### src/rtl/sy_pkg.sv
// Shared types and defaults for the APB master arbiter.
package sy_pkg;

  typedef enum logic [1:0] {
    IDLE   = 2'd0,
    SETUP  = 2'd1,
    ACCESS = 2'd2
  } apb_arb_state_e;

  localparam int APB_ARB_TIMEOUT_DEFAULT = 256;

endpackage

### src/rtl/apb_rr_pick.sv
// Round-robin picker: first set request at or after ptr, wrapping modulo N_MST.
module apb_rr_pick #(
  parameter int N_MST = 2
) (
  input  logic [N_MST-1:0]         req,
  input  logic [$clog2(N_MST)-1:0] ptr,
  output logic                     valid,
  output logic [$clog2(N_MST)-1:0] idx
);

  localparam int IW = $clog2(N_MST);

  logic [2*N_MST-1:0] req2;
  logic [N_MST-1:0]   rot;
  logic [IW-1:0]      off;
  logic [IW:0]        sum;

  // Rotate so that bit 0 of rot is the master at ptr.
  assign req2 = {req, req} >> ptr;
  assign rot  = req2[N_MST-1:0];

  // NOTE: every variable written in always_comb gets a default first so no latch is inferred.
  always_comb begin
    off = '0;
    for (int i = N_MST - 1; i >= 0; i--) begin
      if (rot[i]) off = IW'(i);
    end
  end

  assign valid = |req;
  assign sum   = {1'b0, ptr} + {1'b0, off};
  assign idx   = (sum >= (IW+1)'(N_MST)) ? IW'(sum - (IW+1)'(N_MST)) : sum[IW-1:0];

endmodule

### src/rtl/apb_mst_arb.sv
// Round-robin arbiter sharing one downstream APB port among N_MST upstream masters,
// with registered downstream fields and a forced-error timeout for hung slaves.
module apb_mst_arb
  import sy_pkg::*;
#(
  parameter int N_MST          = 2,
  parameter int APB_ADDR_WIDTH = 32,
  parameter int APB_DATA_WIDTH = 32,
  parameter int TIMEOUT        = APB_ARB_TIMEOUT_DEFAULT
) (
  input  logic                                     clk_i,
  input  logic                                     rst_i,
  input  logic [N_MST-1:0]                         m_psel_i,
  input  logic [N_MST-1:0]                         m_penable_i,
  input  logic [N_MST-1:0]                         m_pwrite_i,
  input  logic [N_MST-1:0][APB_ADDR_WIDTH-1:0]     m_paddr_i,
  input  logic [N_MST-1:0][APB_DATA_WIDTH-1:0]     m_pwdata_i,
  output logic [N_MST-1:0][APB_DATA_WIDTH-1:0]     m_prdata_o,
  output logic [N_MST-1:0]                         m_pready_o,
  output logic [N_MST-1:0]                         m_pslverr_o,
  output logic                                     psel_o,
  output logic                                     penable_o,
  output logic                                     pwrite_o,
  output logic [APB_ADDR_WIDTH-1:0]                paddr_o,
  output logic [APB_DATA_WIDTH-1:0]                pwdata_o,
  input  logic [APB_DATA_WIDTH-1:0]                prdata_i,
  input  logic                                     pready_i,
  input  logic                                     pslverr_i,
  output logic                                     timeout_o
);

  localparam int IW      = $clog2(N_MST);
  localparam int CW      = (TIMEOUT > 0) ? $clog2(TIMEOUT + 1) : 1;
  localparam int TO_LAST = (TIMEOUT > 0) ? TIMEOUT - 1 : 0;

  apb_arb_state_e state_q, state_d;
  logic [IW-1:0]  rr_ptr_q, gnt_q, pick_idx, gnt_next;
  logic           pick_valid;
  logic [CW-1:0]  cnt_q;
  logic           timeout_hit, done;
  logic           unused_penable;

  // Upstream enables carry no information for the arbiter; the setup/access sequence is regenerated.
  assign unused_penable = ^m_penable_i;

  apb_rr_pick #(.N_MST(N_MST)) u_pick (
    .req   (m_psel_i),
    .ptr   (rr_ptr_q),
    .valid (pick_valid),
    .idx   (pick_idx)
  );

  assign timeout_hit = (TIMEOUT != 0) && (state_q == ACCESS) && !pready_i
                       && (cnt_q == CW'(TO_LAST));
  assign done        = (state_q == ACCESS) && (pready_i || timeout_hit);
  assign timeout_o   = timeout_hit;
  assign gnt_next    = (gnt_q == IW'(N_MST - 1)) ? '0 : gnt_q + 1'b1;

  always_comb begin
    state_d = state_q;
    case (state_q)
      IDLE:    if (pick_valid) state_d = SETUP;
      SETUP:   state_d = m_psel_i[gnt_q] ? ACCESS : IDLE;
      ACCESS:  if (done) state_d = IDLE;
      default: state_d = IDLE;
    endcase
  end

  // NOTE: sequential state uses non-blocking assignments so every flop samples pre-edge values.
  always_ff @(posedge clk_i) begin
    if (rst_i) begin
      state_q   <= IDLE;
      rr_ptr_q  <= '0;
      gnt_q     <= '0;
      cnt_q     <= '0;
      psel_o    <= 1'b0;
      penable_o <= 1'b0;
      pwrite_o  <= 1'b0;
      paddr_o   <= '0;
      pwdata_o  <= '0;
    end else begin
      state_q   <= state_d;
      psel_o    <= (state_d != IDLE);
      penable_o <= (state_d == ACCESS);
      if (state_q == IDLE && pick_valid) begin
        gnt_q    <= pick_idx;
        pwrite_o <= m_pwrite_i[pick_idx];
        paddr_o  <= m_paddr_i[pick_idx];
        pwdata_o <= m_pwdata_i[pick_idx];
      end
      if (done) rr_ptr_q <= gnt_next;
      if (state_q == ACCESS && !done && TIMEOUT != 0) cnt_q <= cnt_q + 1'b1;
      else                                            cnt_q <= '0;
    end
  end

  // Response is routed combinationally to the granted master only.
  always_comb begin
    m_pready_o  = '0;
    m_pslverr_o = '0;
    m_prdata_o  = '0;
    if (done) begin
      m_pready_o[gnt_q]  = 1'b1;
      m_pslverr_o[gnt_q] = timeout_hit | pslverr_i;
      m_prdata_o[gnt_q]  = timeout_hit ? '0 : prdata_i;
    end
  end

endmodule

### config.mk
export PLATFORM = sky130hd
export DESIGN_NAME = apb_mst_arb
export DESIGN_NICKNAME = d
export VERILOG_FILES = /design/src/rtl/sy_pkg.sv /design/src/rtl/apb_rr_pick.sv /design/src/rtl/apb_mst_arb.sv
export SDC_FILE = /design/constraint.sdc
export NUM_CORES = 1
export LEC_CHECK = 0
export CAP_MARGIN = 15
export CELL_PAD_IN_SITES_DETAIL_PLACEMENT = 0
export CELL_PAD_IN_SITES_GLOBAL_PLACEMENT = 1
export CORE_MARGIN = 4
export CORE_UTILIZATION = 23
export CTS_CLUSTER_DIAMETER = 40
export DETAILED_ROUTE_END_ITERATION = 10
export PLACE_DENSITY_LB_ADDON = 0.3
export SLEW_MARGIN = 10
export SYNTH_ARGS = -nofsm -noshare
export SYNTH_HDL_FRONTEND = slang
export SYNTH_HIERARCHICAL = 1
export SYNTH_SLANG_ARGS = --single-unit
### constraint.sdc
create_clock -name clk_i -period 2.6 [get_ports clk_i]
set_clock_uncertainty 0.2 [all_clocks]
set_input_delay 0.26 -clock clk_i [delete_from_list [all_inputs] [get_ports clk_i]]
set_output_delay 0.26 -clock clk_i [all_outputs]
set_load 0.01 [all_outputs]
Yosys cells after proc, flatten, opt, wreduce, memory -nomap -nowiden
Cells that the tools add are included.
W data, S select, Z words.
- flip-flop bits (word level): 80
- input bits: 170
- output and inout bits: 136
- logic and storage cells: 63
- add/sub/neg operators: 4
- $lt $le $gt $ge: 4
- equal/unequal tests: 4
- shift-type cells: 1
- muxes and demuxes: 24
- bitwise operators: 4
- reduce and logical (&&, ||, !) cells: 13
- operator list (operator ; number):
    $mux W32 ; 6
    $and A64 B64 Y64 ; 1
    $mux W64 ; 1
    $demux W32 S1 ; 1
    $mux W2 ; 5
    $add A9 B1 Y9 const B ; 1
    $eq A9 B8 Y1 const B ; 1
    $mux W1 ; 9
    $logic_and A1 B1 Y1 ; 6
    $pmux W2 S3 ; 1
    $eq A2 B2 Y1 const B ; 2
    $lt A1 B2 Y1 const B ; 2
    $reduce_or A2 Y1 ; 2
    $shr A4 B1 Y2 ; 1
    $add A1 B1 Y2 ; 1
    $and A2 B2 Y2 ; 1
    $eq A2 B1 Y1 const B ; 1
    $ge A2 B2 Y1 const B ; 1
    $logic_not A1 Y1 ; 2
    $logic_not A2 Y1 ; 1
    $reduce_bool A2 Y1 ; 1
    $add A1 B1 Y1 const B ; 1
    $demux W1 S1 ; 1
    $ge A1 B1 Y1 const B ; 1
    other kinds (4) ; 4

Logic depth before layout (Yosys ltp)
Gate-level depths: netlist of the first run.
- depth in word-level cells: 9
- mapped depth: 9
- mapped depth without buffers: 8

By module
The synthesis of the first run kept the hierarchy.
- by module, submodules not included (module ; instances ; cells an instance ; area each (µm²) ; seq. area each (µm²)):
    apb_mst_arb ; 1 ; 468 ; 3927.5 ; 1601.5
    apb_rr_pick ; 1 ; 4 ; 18.8 ; 0.0

Worst setup path before layout of the first run
Ideal clock, no wire load.
- path kind: reg-to-output
- start point: register cnt_q[0]
- end point: output m_prdata_o[34] (netlist bit)
- arrival time: 1862 ps
- data required time: 2140 ps
- path slack: 278 ps
- stages on the path, launching flop included: 10
- path buffers: 2
- cells stage by stage: dfxtp_1 -> ha_1 -> nand4_1 -> nor2_1 -> ha_1 -> nor2_1 -> or3b_1 -> buf_4 -> buf_6 -> nor2_1
- RTL lines (element ; RTL line ; source):
    start, declared ; apb_mst_arb.sv:39 ; logic [CW-1:0] cnt_q;
    start signal, assigned ; apb_mst_arb.sv:92 ; if (state_q == ACCESS && !done && TIMEOUT != 0) cnt_q <= cnt_q + 1'b1;
    end, declared ; apb_mst_arb.sv:18 ; output logic [N_MST-1:0][APB_DATA_WIDTH-1:0] m_prdata_o,

==> impl_metrics.yaml, run 1 <==
outcome:
  status: "complete, but fails checks"
  violations: "setup timing"
global_route:
  antenna_found_initial: 0
  grt_first_pass_wirelength_mm: 24.76
  grt_max_degree: 73
  grt-busiest-layer: "met2"
  grt_pass1_vias: 4881
  grt_util_met2_pct: 29.79
  grt_use_met1_pct: 15.69
  overflow: 0
  grt_usage_pct: 15.72
  grt_util_met3_pct: 5.897
worst_setup_path:
  r2r-start: "cnt_q[0]$_SDFF_PP0_"
  required_ns: 2.14
  startpoint_type: "register"
  crit_type: "register to output port"
  crit_fanout: 8
  cp_data_arrival_time_ns: 2.32
  startpoint: "cnt_q[0]$_SDFF_PP0_"
  end_kind: "output port"
floorplan:
  fp.dieW_um: 139.0
  die_h_um: 139.0
  io_pins: 306
  core_area_um2: 16700
  rows: 47
  start_util_pct: 23.63
  die_area_um2: 19320
placed_design:
  numPortBuffers: 303
  gp_congestion: 0.8868
  hpwl_mm: 11.65
  dp_cells: 972
  dpl_worst_slack_ns: -0.1334
detailed_routing:
  drt_iter0_drc: 85
  ant_nets: 0
  vias: 4591
  wl_mm: 16.66
  drtPass1Iterations: 4
  wl_per_cell_um: 16.53
  drt-vias-per-instance: 4.555
  drc: 0
clock_tree:
  cts_buffers: 9
  root_buffer: "clkbuf_16"
  ctsHoldBuffers: 0
  cts_tree: "done"
  clk_latency_ns: 0.33
  cts-htree-levels: 3
  clkSinkCount: 80
  clockBufferDepth: 2
  clk_pin_slew_worst_paths_ns: 0.06
logic_synthesis:
  synthDistinctLibCells: 31
  syn_area_um2: 3946
  synthCells: 472
  ys_warn_count: 6
  async_flop_share_pct: 0
  ys_ff_latch: 80
  synth_area_leaders: "dfxtp_1 41%, mux2i_1 17%, nor2_1 14%"
  yosys.area.top_type: "dfxtp_1"
  synth_top_area_share_pct: 40.58
  synthFlopType: "dfxtp_1"
  syn_area_per_cell_um2: 8.361
  synth-edff-count: 0
  synthTopCellsByCount: "143 x nor2_1, 80 x dfxtp_1, 66 x mux2i_1"
  syn_nets: 644
  yosysSeqAreaShare_pct: 40.58
  synth.most_common_cell: "nor2_1"
timing:
  hold_violations: 0
  setup_tns_ns: -4.181
  tightestPinTransition_ns: 0.5449
  finalCritPeriodShare_pct: 106.9
  setup_ws_ns: -0.1794
  setup_viol: 62
  drv_slew: 0
  min_period_ns: 2.779
  max_freq_mhz: 359.8
  rsz0062_at_grt: "true"
  relSlewSlack_pct: 63.67
power_and_ir_drop:
  power.density_nw_per_um2: 459.7
  power_w: 0.003787
  pwr-share-clk_pct: 33.8
  switching_share_pct: 26.90
  pwr-share-comb_pct: 28.7
  switchingPower_w: 0.001019
  leakage_nw: 3.295
  vdd_drop_max_uv: 246.1
  seqPwrFrac_pct: 37.5
  p_int_w: 0.002768
cells_and_area:
  area_growth_pct: 108.8
  stdcell_count: 1008
  drive_above_1_share_pct: 27.79
  nets: 955
  final_util_pct: 49.33
  num_antenna_cells: 0
min_path:
  holdCritPathClass: "primary input to register"
  hold_start: "rst_i"
flow_run:
  max-cap-violations: 0
[state kept, by name, summed over array words and instances (netlist names)]
name	flops
gnt_q	1
paddr_o	32
rr_ptr_q	1
penable_o	1
psel_o	1
state_q	2
pwrite_o	1
cnt_q	9
pwdata_o	32
[worst paths after layout]
path	endpoint	slack, ns	cells after the start
worst max-delay path	m_prdata_o[50]	-0.18	10
worst min-delay path	gnt_q$_SDFFE_PP0P_	0.15	2
worst max register to register	psel_o$_SDFF_PP0_	0.62	8
worst min register to register	pwdata_o[30]$_SDFFE_PP0P_	0.30	2
[logic make-up (layout without fill, tap and decap cells)]
kind of cell | after synthesis | after routing | share of synthesized area, %
muxes | 67 | 67 | 17.03
xor gates and xnor gates | 3 | 3 | 0.6659
buffers and inverters | 47 | 363 | 6.880
AOI/OAI and AO/OA | 76 | 76 | 14.01
DFF | 80 | 80 | 40.58
adders and majority gates | 2 | 2 | 0.6340
and+or+nand+nor | 197 | 197 | 20.20
[worst max-delay path, stage by stage (launching register included)]
cell     delay, ns
dfxtp_2       0.36
ha_4          0.14
nand4_1       0.09
nor2_1        0.14
ha_2          0.22
nor2_4        0.04
or3b_4        0.46
buf_12        0.16
buf_16        0.15
nor2_2        0.09
buf_2         0.14
[per-stage QoR]
| step | hold WS [ns] | cell area [um2] |
|---|---|---|
| floorplan | 0.2417 | 3946 |
| global placement | 0.2696 | 7232 |
| detailed placement | 0.2899 | 7232 |
| CTS | 0.1423 | 7580 |
| global route | 0.1852 | 8238 |
| finish | 0.1478 | 8238 |
[power groups by stage]
stage               Sequential, W  Combinational [W]  Clock (W)
floorplan                 0.00150           0.000370          0
global placement          0.00144            0.00103          0
detailed placement        0.00144            0.00104          0
CTS                       0.00142            0.00105    0.00133
global route              0.00144            0.00118    0.00137
finish                    0.00142            0.00109    0.00128
[metal layers]
layer  share of wire, %  vias up
li1                   -     2260
met2                 53      236
met1                 35     2059
met3                9.0       36
met4                2.9        0
met5                  0        -
[layout make-up]
type | instances | area [um2]
inverter | 5 | 28.78
fill | 1490 | 8463
sequential | 80 | 1604
clock buffer | 11 | 252.7
timing repair buffer | 342 | 3455
multi-input combinational | 345 | 2567
clock inverter | 5 | 55.05
tap | 220 | 275.3
[repair_timing]
item	4_1_cts	5_1_grt
pin swaps	18	16
gates cloned	6	4
endpoints found under the setup margin	69	69
resized for setup	319	139
setup buffers	7	5
[layout by cell type, fill, tap and decap left out, types with 8 or more instances in the layout]
cell type        count
buf_2               34
nand2_2             16
dfxtp_1             78
nor2_4              36
clkdlybuf4s50_1    233
buf_12               8
nor2_1              86
nor2_2              21
buf_6               36
buf_4               21
clkbuf_16           13
nand2_4             10
a211oi_1            65
mux2i_1             66
nand2_1              9
No activity file was read; power rests on OpenSTA's default activity.
==> run 2: changes to the inputs <==
- MAX_ROUTING_LAYER: not set -> met4
==> run 2 against run 1 <==
  * The flow still finishes with violations (setup timing)
  * Non-clock buffer count unchanged
  * Critical path depth unchanged
  * Core utilization about the same
  * Sequential share of layout area about the same
  * Cell count unchanged
  * Global-route usage increased by 0.44 points
  * Sequential cell count unchanged
  * Clock power about the same
  * Count of clock-buffer cells in the layout unchanged
  * Via count increased by 0.39%
  * Design area about the same
  * Critical path type unchanged
  * Highest routed layer unchanged
==> impl_metrics.yaml, run 2 (synthesized netlist as in run 1, its figures left out) <==
floorplan:
  core_area_um2: 16700
  start_util_pct: 23.63
  die_area_um2: 19320
  die_h_um: 139.0
  fp.dieW_um: 139.0
  io_pins: 306
  rows: 47
timing:
  drv_slew: 0
  relSlewSlack_pct: 64.21
  setup_tns_ns: -4.159
  setup_ws_ns: -0.1790
  max_freq_mhz: 359.8
  hold_violations: 0
  min_period_ns: 2.779
  setup_viol: 62
  tightestPinTransition_ns: 0.5368
  finalCritPeriodShare_pct: 106.9
  rsz0062_at_grt: "true"
worst_setup_path:
  r2r-start: "cnt_q[0]$_SDFF_PP0_"
  ff2ff_path_depth: 8
  crit_family: "simple AND/OR/NAND/NOR gates"
  crit_fanout: 8
  crit_type: "register to output port"
  path_buf_inv: 3
  required_ns: 2.14
  cp_data_arrival_time_ns: 2.32
  rrSetupSlack_ns: 0.62
  end_kind: "output port"
  cp_cell_sequence: "ha_4, nand4_1, nor2_1, ha_2, nor2_4, or3b_4, buf_12, buf_16, nor2_2, buf_2"
  slowest_stage: "or3b_4"
  startpoint: "cnt_q[0]$_SDFF_PP0_"
  startpoint_type: "register"
  r2r-end: "psel_o$_SDFF_PP0_"
  max_stage_delay_ns: 0.46
cells_and_area:
  nets: 955
  final_common_cell: "clkdlybuf4s50_1"
  layout_common_cells: "233 x clkdlybuf4s50_1, 86 x nor2_1, 78 x dfxtp_1"
  multiInputGateArea_um2: 2567
  final_cell_area_um2: 8240
  drive_above_1_share_pct: 27.79
  ff_latch_area_um2: 1604
  top_regs: "paddr_o (32), pwdata_o (32), cnt_q (9)"
  fillers: 1489
  num_antenna_cells: 0
  area_growth_pct: 108.8
clock_tree:
  ctsHoldBuffers: 0
  clk_latency_ns: 0.33
  cts-htree-levels: 3
  cts_buffers: 9
  clkSinkCount: 80
  clockBufferDepth: 2
  root_buffer: "clkbuf_16"
  cts_tree: "done"
  clk_pin_slew_worst_paths_ns: 0.06
global_route:
  grt_first_pass_wirelength_mm: 24.65
  overflow: 0
  antenna_found_initial: 0
  grt_pass1_vias: 4916
  grt_usage_pct: 16.16
  grt_max_degree: 73
outcome:
  violations: "setup timing"
  status: "complete, but fails checks"
min_path:
  hold_start: "rst_i"
  holdCritPathClass: "primary input to register"
  hold-path-endpoint: "gnt_q$_SDFFE_PP0P_"
  hold_depth: 2
detailed_routing:
  drt-vias-per-instance: 4.572
  drc: 0
  vias: 4609
  drt_iter0_drc: 94
  ant_nets: 0
  wl_mm: 16.68
  drtPass1Iterations: 4
  wl_per_cell_um: 16.55
power_and_ir_drop:
  vdd_drop_max_uv: 245.3
  leakage_nw: 3.295
  power.density_nw_per_um2: 459.4
placed_design:
  hpwl_mm: 11.65
  placed_cell_area_um2: 7232
  numPortBuffers: 303
  gp_congestion: 0.9016
flow_run:
  max-cap-violations: 0
==> run 2: worst reg2reg max path, delay by kind of cell (launching register included) <==
kind | cells | cell delay, ns
simple gates | 4 | 0.57
compound gates | 1 | 0.26
flops | 1 | 0.36
fa+ha+maj | 2 | 0.36
buf+inv | 1 | 0.13
==> run 2: worst max-delay path by stage <==
stage | cells past startpoint | endpoint
2_1_floorplan | 9 | m_prdata_o[34]
3_3_place_gp | 9 | m_prdata_o[36]
3_5_place_dp | 9 | m_prdata_o[49]
4_1_cts | 10 | m_prdata_o[35]
5_1_grt | 10 | m_prdata_o[50]
6_report | 10 | m_prdata_o[50]
==> run 2: stage by stage <==
step	worst slack [ns]	hold WS [ns]	std cells	utilization, %	total power, W
detailed placement	-0.1334	0.2899	972	43.30	0.002485
floorplan	0.2779	0.2417	472	-	0.001870
global placement	-0.1081	0.2696	972	43.30	0.002472
global route	-0.3098	0.1852	1008	49.34	0.003988
CTS	-0.1361	0.1423	1001	45.39	0.003807
finish	-0.1790	0.1482	1008	49.34	0.003785
==> run 2: layout make-up <==
| cell class | instances | area share [%] |
|---|---|---|
| repair buffers | 342 | 41.95 |
| clock buffers | 11 | 3.067 |
| flip-flops and latches | 80 | 19.47 |
| multi-input cells | 345 | 31.16 |
| inverters | 5 | 0.3492 |
| clock inverters | 5 | 0.6681 |
| well taps | 220 | 3.340 |
==> run 2: what timing repair did <==
| item | in CTS | in global routing |
|---|---|---|
| gates cloned | 6 | 4 |
| buffers inserted | 7 | 5 |
| pin swaps | 18 | 16 |
| gates resized for setup | 319 | 140 |
| endpoints found under the setup margin | 69 | 69 |
==> run 2: metal layers <==
layer	track usage (%)	share of wire, %
met2	29.86	53
met3	5.448	8.5
met4	5.355	2.7
met5	-	0
met1	15.82	36
==> run 2: power breakdown <==
group	switching (W)	internal [W]	total [W]	leakage, nW
clock	0.000488	0.000792	0.00128	0.148
sequential	0.0000660	0.00135	0.00142	0.664
combinational	0.000464	0.000622	0.00109	2.48
==> run 3: changes to the inputs <==
- CAP_MARGIN: 15 -> 5
==> results of run 3 <==
No change in the layout: final DEF, timing and power equal those of run 2.
